[src/rtl/singleport_1rw_arb.sv]
// ---------------------------------------------------------------------------
// singleport_1rw_arb
//
// Two-requester arbiter in front of a single-port 1RW synchronous RAM.
// Each cycle at most one of ports A/B is granted. A single priority bit
// decides ties and flips to the loser after every grant. Under continuous
// dual request the grants therefore alternate A,B,A,B.
// The granted access goes straight to the RAM in the same cycle. A granted
// read returns its data (ram_dout) one cycle later, flagged by that port's
// rvalid.
//
// Ports
//   clk, rst_n                 clock, asynchronous active-low reset
//   a_req/a_we/a_addr/a_wdata  port A request (held until a_gnt)
//   a_gnt                      port A accepted this cycle (combinational)
//   a_rvalid/a_rdata           port A read data, one cycle after the grant
//   b_*                        identical set for port B
//   ram_en/ram_we              RAM enable / write enable (grant cycles only)
//   ram_addr/ram_di            RAM address / write data, held when idle
//   ram_dout                   RAM read data, 1-cycle latency
// ---------------------------------------------------------------------------
module singleport_1rw_arb #(
  parameter int AW = 10,
  parameter int DW = 16
) (
  input  logic          clk,
  input  logic          rst_n,
  // port A
  input  logic          a_req,
  input  logic          a_we,
  input  logic [AW-1:0] a_addr,
  input  logic [DW-1:0] a_wdata,
  output logic          a_gnt,
  output logic          a_rvalid,
  output logic [DW-1:0] a_rdata,
  // port B
  input  logic          b_req,
  input  logic          b_we,
  input  logic [AW-1:0] b_addr,
  input  logic [DW-1:0] b_wdata,
  output logic          b_gnt,
  output logic          b_rvalid,
  output logic [DW-1:0] b_rdata,
  // RAM side
  output logic          ram_en,
  output logic          ram_we,
  output logic [AW-1:0] ram_addr,
  output logic [DW-1:0] ram_di,
  input  logic [DW-1:0] ram_dout
);

  typedef enum logic {
    PRIO_A = 1'b0,
    PRIO_B = 1'b1
  } prio_e;

  prio_e         prio;
  logic [AW-1:0] addr_q;
  logic [DW-1:0] di_q;

  // Grants are gated by rst_n so that nothing reaches the RAM while reset
  // is asserted, even with requests pending.
  assign a_gnt = rst_n & a_req & (~b_req | (prio == PRIO_A));
  assign b_gnt = rst_n & b_req & (~a_req | (prio == PRIO_B));

  assign ram_en = a_gnt | b_gnt;

  // The granted port drives the RAM directly. With no grant the last
  // granted address/data are replayed, so the RAM pins stay quiet when idle.
  // NOTE: every output of an always_comb gets a default before any branch;
  // a path that leaves one unassigned infers a latch.
  always_comb begin
    ram_we   = 1'b0;
    ram_addr = addr_q;
    ram_di   = di_q;
    if (a_gnt) begin
      ram_we   = a_we;
      ram_addr = a_addr;
      ram_di   = a_wdata;
    end else if (b_gnt) begin
      ram_we   = b_we;
      ram_addr = b_addr;
      ram_di   = b_wdata;
    end
  end

  // NOTE: sequential state uses non-blocking assignments so that every
  // register samples values from before the edge, whatever the statement
  // order.
  always_ff @(posedge clk or negedge rst_n) begin
    if (!rst_n) begin
      prio     <= PRIO_A;
      addr_q   <= '0;
      di_q     <= '0;
      a_rvalid <= 1'b0;
      b_rvalid <= 1'b0;
    end else begin
      // The loser of this cycle gets priority next cycle. Idle cycles hold.
      if (a_gnt) begin
        prio <= PRIO_B;
      end else if (b_gnt) begin
        prio <= PRIO_A;
      end

      if (ram_en) begin
        addr_q <= ram_addr;
        di_q   <= ram_di;
      end

      // The RAM returns read data one cycle after the enable. Writes never
      // flag rvalid.
      a_rvalid <= a_gnt & ~a_we;
      b_rvalid <= b_gnt & ~b_we;
    end
  end

  // Both ports see the shared RAM output. Each port qualifies it with its
  // own rvalid.
  assign a_rdata = ram_dout;
  assign b_rdata = ram_dout;

endmodule

[config.mk]
export PLATFORM = sky130hd
export DESIGN_NAME = singleport_1rw_arb
export DESIGN_NICKNAME = d
export VERILOG_FILES = /design/src/rtl/singleport_1rw_arb.sv
export SDC_FILE = /design/constraint.sdc
export NUM_CORES = 1
export LEC_CHECK = 0
export ABC_AREA = 1
export BUFFER_PORTS_ARGS = -buffer_cell sky130_fd_sc_hd__buf_2
export CORE_MARGIN = 5
export CORE_UTILIZATION = 36
export CTS_CLUSTER_SIZE = 30
export DETAILED_ROUTE_END_ITERATION = 6
export PLACE_DENSITY_LB_ADDON = 0.25
export SYNTH_ARGS = -nofsm -noshare
export SYNTH_HDL_FRONTEND = slang
export SYNTH_SLANG_ARGS = --single-unit
[constraint.sdc]
create_clock -name clk -period 1.22 [get_ports clk]
set_input_delay 0.244 -clock clk [delete_from_list [all_inputs] [get_ports clk]]
set_output_delay 0.244 -clock clk [all_outputs]
set_load 0.1 [all_outputs]
==> flow_summary_export.csv <==
group,metric,value,unit
run_status,status,"finished, violations left",
run_status,violations,"setup timing",
global_route,grtUsageMet1,26.8,%
global_route,antenna_found_initial,1,
place,dp_cells,385,
die,dieArea,6420,um^2
power,p_leak,1.91,nW
finish,drive_gt1_share,73.5,%
logic_synthesis,synth-main-ff-cell,"dfrtp_1",
setup_path,cp.arrival,1490,ps
logic_synthesis,async_flop_share,100,%
setup_path,critPathKind,"register to primary output",
sta,worst_slack,-512,ps
finish,layout.cells.non_filler,406,
sta,fin_crit,1730,ps
logic_synthesis,synth-seq-cells,29,
sta,finalHoldViolations,0,
die,ios,138,
detailed_routing,viasPerCell,5.44,
cts,clkSlewWorstSetupHoldPaths,70,ps
finish,synthToLayoutAreaGrowth,131,%
sta,setup-violations-final,41,
place,dp_slack,-306,ps
logic_synthesis,synth.avg_cell_area,7.94,um^2
finish,antenna_cells,0,
place,numPortBuffers,89,
power,power_density,1180,nW/um^2
setup_path,endpoint_kind,"primary output",
cts,clkSinkCount,29,
sta,final_max_slew_viol_count,0,
logic_synthesis,syn_nets,297,
sta,fin_skew,8.07,ps
logic_synthesis,ys_warn_count,0,
cts,cts_buffers,5,
place,hpwl,4650,um
cts,worst_skew_pair.late_latency,270,ps
global_route,grt_pass1_wl,11000,um
sta,period_share,142,%
global_route,use_met2,36.3,%
cts,cts_tree,"yes",
setup_path,crit_required,980,ps
detailed_routing,wire_per_inst,19.2,um
finish,fin_nets,412,
worst_hold_path,hp-class,"input pin to asynchronous set/reset pin",
flow_run,maxCapViolations,0,
logic_synthesis,synthesis.instances,223,
cts,clockBufferDepth,2,
cts,holdBufCountCts,0,
logic_synthesis,yosys.area.top_type_share,41.0,%
place,gp_congestion,0.785,
setup_path,crit_fanout,5,
die,rows,25,
die,fp.dieH,80.1,um
logic_synthesis,synth_top_cell_by_area,"dfrtp_1",
detailed_routing,drc_errors,0,
power,peakVddDrop,0.000751,V
detailed_routing,vias,2208,
global_route,grt_max_degree,30,
sta,clock.fmax,577,MHz
logic_synthesis,yosysMostFrequentCell,"nand3_1",
detailed_routing,drt_wl_total,7790,um
die,core-area,4750,um^2
global_route,busiest_layer,"met2",
setup_path,startpoint_type,"register",
die,chipWidth,80.1,um
sta,rsz0062_at_grt,"yes",
global_route,grt_use_met3,7.40,%
sta,worst_pin_slew,384,ps
logic_synthesis,netlist_top_cells_area,"dfrtp_1 41%, nand3_1 37%, buf_4 15%, buf_2 2.8%, nand2_1 1.7%",
detailed_routing,drtAntennaViolNets,0,
logic_synthesis,synth-seq-area-share,41.0,%
global_route,grt.overflow.total,0,
detailed_routing,drt_iter0_drc,61,
logic_synthesis,synth_edf_count,0,
detailed_routing,dr.pass1.iters,4,
global_route,grt_pass1_vias,2253,
global_route,grt_usage,21.8,%
logic_synthesis,synthTopCellsByCount,"130 x nand3_1, 36 x buf_4, 29 x dfrtp_1",
die,start_util,37.2,%
cts,cts.htree.levels,2,
sta,slew_headroom,74.4,%
cts,cts-root-buf,"clkbuf_8",
logic_synthesis,synth_cell_types,12,
logic_synthesis,syn-cell-area,1770,um^2
finish,num-fill-cells,245,
kinds of logic (layout without fill, tap and decap cells):
group                  count (synthesis)  after routing  synth area share, %
buffers and inverters                 50            166                 18.9
DFF                                   29             29                 41.0
AOI/OAI and AO/OA                      3              3                0.848
and+or+nand+nor                      141            141                 39.2
state kept, by name, summed over array words and instances (netlist names):
register	count
di_q	16
prio	1
addr_q	10
b_rvalid	1
a_rvalid	1
per-stage QoR:
stage / area [um^2] / hold slack [ps] / power [mW] / setup TNS [ps] / util, %
2_1_floorplan: 2170 / -51.6 / 3.25 / -6280 / -
3_3_place_gp: 3310 / 336 / 3.73 / -6770 / 69.6
6_report: 4090 / 9.39 / 4.83 / -14450 / 86.0
4_1_cts: 3700 / 31.0 / 4.65 / -13120 / 77.9
3_5_place_dp: 3310 / 350 / 3.77 / -8900 / 69.6
5_1_grt: 4090 / 37.7 / 5.01 / -16800 / 86.0
path summary, 6_finish.rpt:
kind                                   to  cells past startpoint  slack, ps     from
worst max-delay path            ram_di[2]                      6       -510     prio
worst min-delay path            addr_q[0]                      2          9    rst_n
worst max register to register  addr_q[2]                      8       -200     prio
worst min register to register    di_q[5]                      2        600  di_q[5]
max in group asynchronous            prio                      2        910    rst_n
min in group clk                 b_rvalid                      2        130     b_we
per-layer routing:
| layer | vias to the layer above | routed length [um] |
|---|---|---|
| li1 | 991 | - |
| met1 | 1078 | 2810 |
| met2 | 111 | 4070 |
| met3 | 26 | 693 |
| met4 | 2 | 206 |
| met5 | - | 7 |
final cells by class:
type / count / area (um^2) / area share [%]
Tap cell: 67 / 83.8 / 2.05
Multi-Input combinational cell: 144 / 1530 / 37.4
Timing Repair Buffer: 154 / 1650 / 40.4
Clock buffer: 8 / 80.1 / 1.96
Sequential cell: 29 / 727 / 17.8
Inverter: 4 / 15.0 / 0.367
where the power goes:
group          internal [mW]  switching [mW]  total (mW)
Combinational           1.12            1.81        2.92
Clock                  0.405           0.360       0.765
Sequential              1.09          0.0476        1.14
Total                   2.62            2.21        4.83
worst max-delay path: stages (launching register included):
cell and delay, ps:
dfrtp_2 450, inv_2 120, nand2_8 100, clkbuf_16 180, nand3_4 90, nand3_4 90, buf_12 170
layout by cell type, fill, tap and decap left out, drive strengths merged:
cell	Yosys	layout
a21oi	2	2
dfrtp	29	29
nor2	2	2
o21ai	1	1
clkinv	1	1
nand3	130	130
inv	3	3
buf	46	150
nand2	9	9
clkbuf	0	12
timing repair:
action                                  4_1_cts  5_1_grt
pin swaps                                     5       27
endpoints found under the setup margin       49       46
resized for setup                            55       42
buffers inserted                              0        8
cloned                                        2        3
(Power assumes the default switching activity.)
